$ cat src/rtl/alu_arbiter.sv
// Two-requester round-robin front end for one shared combinational ALU.
// Each operation is accepted in IDLE, computed in EXEC and held in RESP until taken.
module alu_arbiter (
    input  logic        clk,
    input  logic        rst_n,
    input  logic        req0_valid,
    output logic        req0_ready,
    input  logic [31:0] req0_in1,
    input  logic [31:0] req0_in2,
    input  logic [3:0]  req0_ctrl,
    input  logic        req1_valid,
    output logic        req1_ready,
    input  logic [31:0] req1_in1,
    input  logic [31:0] req1_in2,
    input  logic [3:0]  req1_ctrl,
    output logic        rsp0_valid,
    input  logic        rsp0_ready,
    output logic [31:0] rsp0_out,
    output logic        rsp0_zero,
    output logic        rsp1_valid,
    input  logic        rsp1_ready,
    output logic [31:0] rsp1_out,
    output logic        rsp1_zero,
    output logic [31:0] alu_in1,
    output logic [31:0] alu_in2,
    output logic [3:0]  alu_ctrl,
    input  logic [31:0] alu_out
);

    typedef enum logic [1:0] {
        IDLE = 2'b00,
        EXEC = 2'b01,
        RESP = 2'b10
    } state_t;

    state_t      state_r;
    state_t      state_nxt_s;
    logic        last_grant_r;
    logic        id_r;
    logic [31:0] in1_r;
    logic [31:0] in2_r;
    logic [3:0]  ctrl_r;
    logic [31:0] result_r;

    logic        grant0_s;
    logic        grant1_s;
    logic        accept_s;
    logic        rsp_done_s;
    logic        exec_s;

    function automatic logic is_zero(input logic [31:0] value);
        return (value == 32'd0);
    endfunction

    // Grant decision: a lone valid wins, a tie goes to whoever was not served last.
    always_comb begin
        grant0_s = 1'b0;
        grant1_s = 1'b0;
        if ((state_r == IDLE) && rst_n) begin
            if (req0_valid && req1_valid) begin
                if (last_grant_r) begin
                    grant0_s = 1'b1;
                end else begin
                    grant1_s = 1'b1;
                end
            end else if (req0_valid) begin
                grant0_s = 1'b1;
            end else if (req1_valid) begin
                grant1_s = 1'b1;
            end else begin
                grant0_s = 1'b0;
                grant1_s = 1'b0;
            end
        end else begin
            grant0_s = 1'b0;
            grant1_s = 1'b0;
        end
    end

    assign accept_s   = grant0_s | grant1_s;
    assign rsp_done_s = (state_r == RESP) && (id_r ? rsp1_ready : rsp0_ready);
    assign exec_s     = (state_r == EXEC);

    // Next-state logic for the IDLE -> EXEC -> RESP cycle.
    always_comb begin
        state_nxt_s = state_r;
        case (state_r)
            IDLE: begin
                if (accept_s) begin
                    state_nxt_s = EXEC;
                end else begin
                    state_nxt_s = IDLE;
                end
            end
            EXEC: state_nxt_s = RESP;
            RESP: begin
                if (rsp_done_s) begin
                    state_nxt_s = IDLE;
                end else begin
                    state_nxt_s = RESP;
                end
            end
            default: state_nxt_s = IDLE;
        endcase
    end

    // State register.
    always_ff @(posedge clk or negedge rst_n) begin
        if (!rst_n) begin
            state_r <= IDLE;
        end else begin
            state_r <= state_nxt_s;
        end
    end

    // Operand/ID capture on acceptance and result capture at the end of EXEC.
    always_ff @(posedge clk or negedge rst_n) begin
        if (!rst_n) begin
            last_grant_r <= 1'b1;
            id_r         <= 1'b0;
            in1_r        <= 32'd0;
            in2_r        <= 32'd0;
            ctrl_r       <= 4'd0;
            result_r     <= 32'd0;
        end else begin
            if (accept_s) begin
                last_grant_r <= grant1_s;
                id_r         <= grant1_s;
                in1_r        <= grant1_s ? req1_in1  : req0_in1;
                in2_r        <= grant1_s ? req1_in2  : req0_in2;
                ctrl_r       <= grant1_s ? req1_ctrl : req0_ctrl;
            end
            if (exec_s) begin
                result_r <= alu_out;
            end
        end
    end

    assign req0_ready = grant0_s;
    assign req1_ready = grant1_s;

    assign rsp0_valid = (state_r == RESP) && !id_r;
    assign rsp1_valid = (state_r == RESP) && id_r;
    assign rsp0_out   = rsp0_valid ? result_r : 32'd0;
    assign rsp1_out   = rsp1_valid ? result_r : 32'd0;
    assign rsp0_zero  = rsp0_valid && is_zero(result_r);
    assign rsp1_zero  = rsp1_valid && is_zero(result_r);

    // The ALU sees latched operands only while executing, zeros otherwise.
    assign alu_in1  = exec_s ? in1_r  : 32'd0;
    assign alu_in2  = exec_s ? in2_r  : 32'd0;
    assign alu_ctrl = exec_s ? ctrl_r : 4'd0;

endmodule

$ cat config.mk
export PLATFORM = sky130hd
export DESIGN_NAME = alu_arbiter
export DESIGN_NICKNAME = d
export VERILOG_FILES = /design/src/rtl/alu_arbiter.sv
export SDC_FILE = /design/constraint.sdc
export NUM_CORES = 1
export LEC_CHECK = 0
export BUFFER_PORTS_ARGS = -buffer_cell sky130_fd_sc_hd__buf_2
export CAP_MARGIN = 20
export CORE_AREA = 2 2 121 123
export CTS_BUF_LIST = sky130_fd_sc_hd__clkbuf_16
export DETAILED_ROUTE_END_ITERATION = 8
export DIE_AREA = 0 0 123 125
export PLACE_DENSITY = 0.79
export SYNTH_ARGS = -nofsm -noshare
export SYNTH_HDL_FRONTEND = slang
export SYNTH_SLANG_ARGS = --single-unit
$ cat constraint.sdc
create_clock -name clk -period 2.1 [get_ports clk]
set_input_delay 0.42 -clock clk [delete_from_list [all_inputs] [get_ports clk]]
set_output_delay 0.42 -clock clk [all_outputs]
set_load 0.02 [all_outputs]
==> metrics <==
Die X roughly 120 um; Setup WS post-layout 0.0197 ns; type of origin of the critical path flip-flop; die height around 130 um; clk sinks between 100 and 150; total power ~12 mW; vias per cell roughly 5; Switching Share 34.1%; origin of the critical flop-to-flop path state_r[1]; Clock Tree Buf Depth 2; Yosys top cell by area dfrtp_1; top post-synthesis cells by area dfrtp_1 (43%), mux2_2 (18%), mux2_4 (15%); Synth top area share between 40% and 50%; EDFF count, synth 0; final core utilization 62.6%; first-pass GRT wire length 24.3 mm; num ports 312; Fmax 481 MHz; crit path cell chain nor4_2 -> nand4_1 -> nor3_2 -> buf_4; DR WL/cell 16.8 um; initial core utilization 42.3%; min-delay worst type in2async; library cells used by synthesis 28; Worst R2R Setup Slack 0.09 ns; WL final roughly 17 mm; DR DRC count 0; total clock buffers created by CTS 9; pwr/cell area ~1300 nW/um^2; cells after synthesis 472; slowest stage cell, crit path dfrtp_1; Slew @ Worst Pin 0.678 ns; capturing point of the worst reg2reg path in2_r[8]; Iter 0 DRT Violations 206; area delta synth->final 48.0%; Max-Cap Viols 0; dpl cell area 7820 sq um; die area 15400 sq um; CP max stage delay 0.39 ns; worst clock skew 0.00672 ns; Sw Pwr just over 4 mW; worst slack, placed 0.0929 ns; Critical Path AT ~1.7 ns; Clk Latency, worst-skew pair approximately 0.34 ns; max-slew violation count 0; Flop pwr share 32.2%; synth cell count leaders dfrtp_1 (103), and2_1 (100), mux2_2 (97); combinational share of power 51.9%; Period minus WS final approximately 2.1 ns; Seq cells post-synth 104; CTS tree yes; Post-synth ARST share 100%; cell row count between 40 and 50; CP max FO 2; Final period util 99.1%; Lkg Pwr approximately 4.6 nW; fin nets 974; fillcell total 1109; Cell Int Power 7.80 mW; Avg Inst Size Synth 12.7 sq um; Main synth FF type dfrtp_1; antenna fix cells 0; CTS Root Cell clkbuf_16; Reg clk slew, reported paths 0.07 ns; reg2reg path depth 6; Final Hold Fails 0; post-route design area between 8000 and 9000 sq um; clock share of power roughly 16%; share of layout cells above drive strength 1 70.6%; router iterations before antenna repair 4; initial antenna violation count 0; hold buffer count at cts 0; setup TNS 0 ns; count leader, synth dfrtp_1; Max VDD drop 614 uV; max_slew headroom 54.8%; run status completed; port bufs 311; Required @ worst endpoint 1.68 ns; Worst Path Class, Setup reg2out; largest net degree at the start of global routing 56; Yosys warning count 0; final setup fails 0; DRT antenna net count 0; syn nets 646; vias in the first global route 4873; Post-DP HPWL 11.6 mm; sequential area share after synthesis ~43%; Tot GR Track Use 20.2%; RSZ-0062 raised after global routing yes; Post-Syn Area ~6000 sq um; Congestion Overflow GR 0; Core Box Area 14200 sq um; critical path endpoint category primary output; DR vias 4881; GP Congestion 0.792; H-tree depth 3
==> metrics by stage <==
step / hold slack, ns / instances
3_3_place_gp: 0.515 / 949
6_report: 0.216 / 988
2_1_floorplan: 0.124 / 472
3_5_place_dp: 0.504 / 949
5_1_grt: 0.295 / 988
4_1_cts: 0.250 / 976
==> cells by family after synthesis <==
logic type / synth area share (%)
AO/OA/AOI/OAI: 0.375
flip-flops: 43.3
AND/OR/NAND/NOR: 16.2
multiplexers: 35.4
buffers and inverters: 4.66
==> power by group through the flow <==
stage / clock network (mW) / logic, mW / registers (mW)
floorplan: 0 / 3.98 / 3.49
global placement: 0 / 5.16 / 3.74
detailed placement: 0 / 5.27 / 3.78
CTS: 1.94 / 5.78 / 3.75
global route: 2.01 / 6.56 / 3.95
finish: 1.88 / 6.15 / 3.81
==> repair_timing <==
item	CTS	global route
pin swaps	6	8
cloned	3	2
endpoints found under the hold margin	0	0
buffers inserted	9	11
gates resized for setup	62	100
endpoints found under the setup margin	72	119
==> cell type report <==
class                           count  area (sq um)  area share (%)
Inverter                            5          18.8           0.211
Tap cell                          184           230            2.59
Clock buffer                        9           225            2.53
Multi-Input combinational cell    327          3290            36.9
Timing Repair Buffer              353          2420            27.2
Clock inverter                      6           109            1.22
Sequential cell                   104          2610            29.3
==> registers in the layout (all words and copies together) (netlist names) <==
name	flops
in1_r	32
in2_r	32
result_r	32
ctrl_r	4
state_r	2
id_r	1
last_grant_r	1
==> layout by cell type, fill, tap and decap left out, types with 2 or more instances in the layout <==
cell / netlist / final
inv_1: 5 / 5
nand4_1: 2 / 2
buf_2: 8 / 229
mux2_2: 97 / 97
buf_4: 0 / 75
mux2_4: 61 / 61
and3_1: 32 / 32
nor3_2: 0 / 2
mux2_1: 10 / 10
buf_6: 1 / 33
clkbuf_16: 0 / 10
nor4_2: 0 / 4
dfrtp_1: 103 / 102
buf_12: 6 / 12
o21ai_0: 2 / 2
and2_4: 0 / 27
nor3b_4: 0 / 2
bufinv_16: 0 / 3
nand2_1: 4 / 3
clkinvlp_4: 0 / 2
nor4_1: 8 / 3
and2_1: 100 / 73
==> how the worst max path moves through the flow <==
stage | startpoint | endpoint | slack, ns | depth (start not counted)
floorplan | id_r | rsp0_zero | 0.19 | 4
global placement | rst_n | in1_r[20] | 0.13 | 6
detailed placement | rst_n | in2_r[8] | 0.09 | 6
CTS | state_r[0] | rsp0_out[14] | -0.03 | 6
global route | state_r[0] | rsp1_zero | -0.07 | 6
finish | result_r[31] | rsp0_zero | 0.02 | 4
==> metal layers <==
metal | routed length (um) | track usage (%) | up-vias
met5 | 0 | 0 | -
met4 | 237 | 5.68 | 0
met3 | 1050 | 4.01 | 17
met2 | 8900 | 38.4 | 175
met1 | 6430 | 22.3 | 2407
li1 | - | - | 2282
==> critical path, delay by kind of cell (launching register included) <==
kind / cells / cell delay [ns]
flops: 1 / 0.39
simple gates: 3 / 0.77
buf+inv: 1 / 0.16
(Power assumes the default switching activity.)
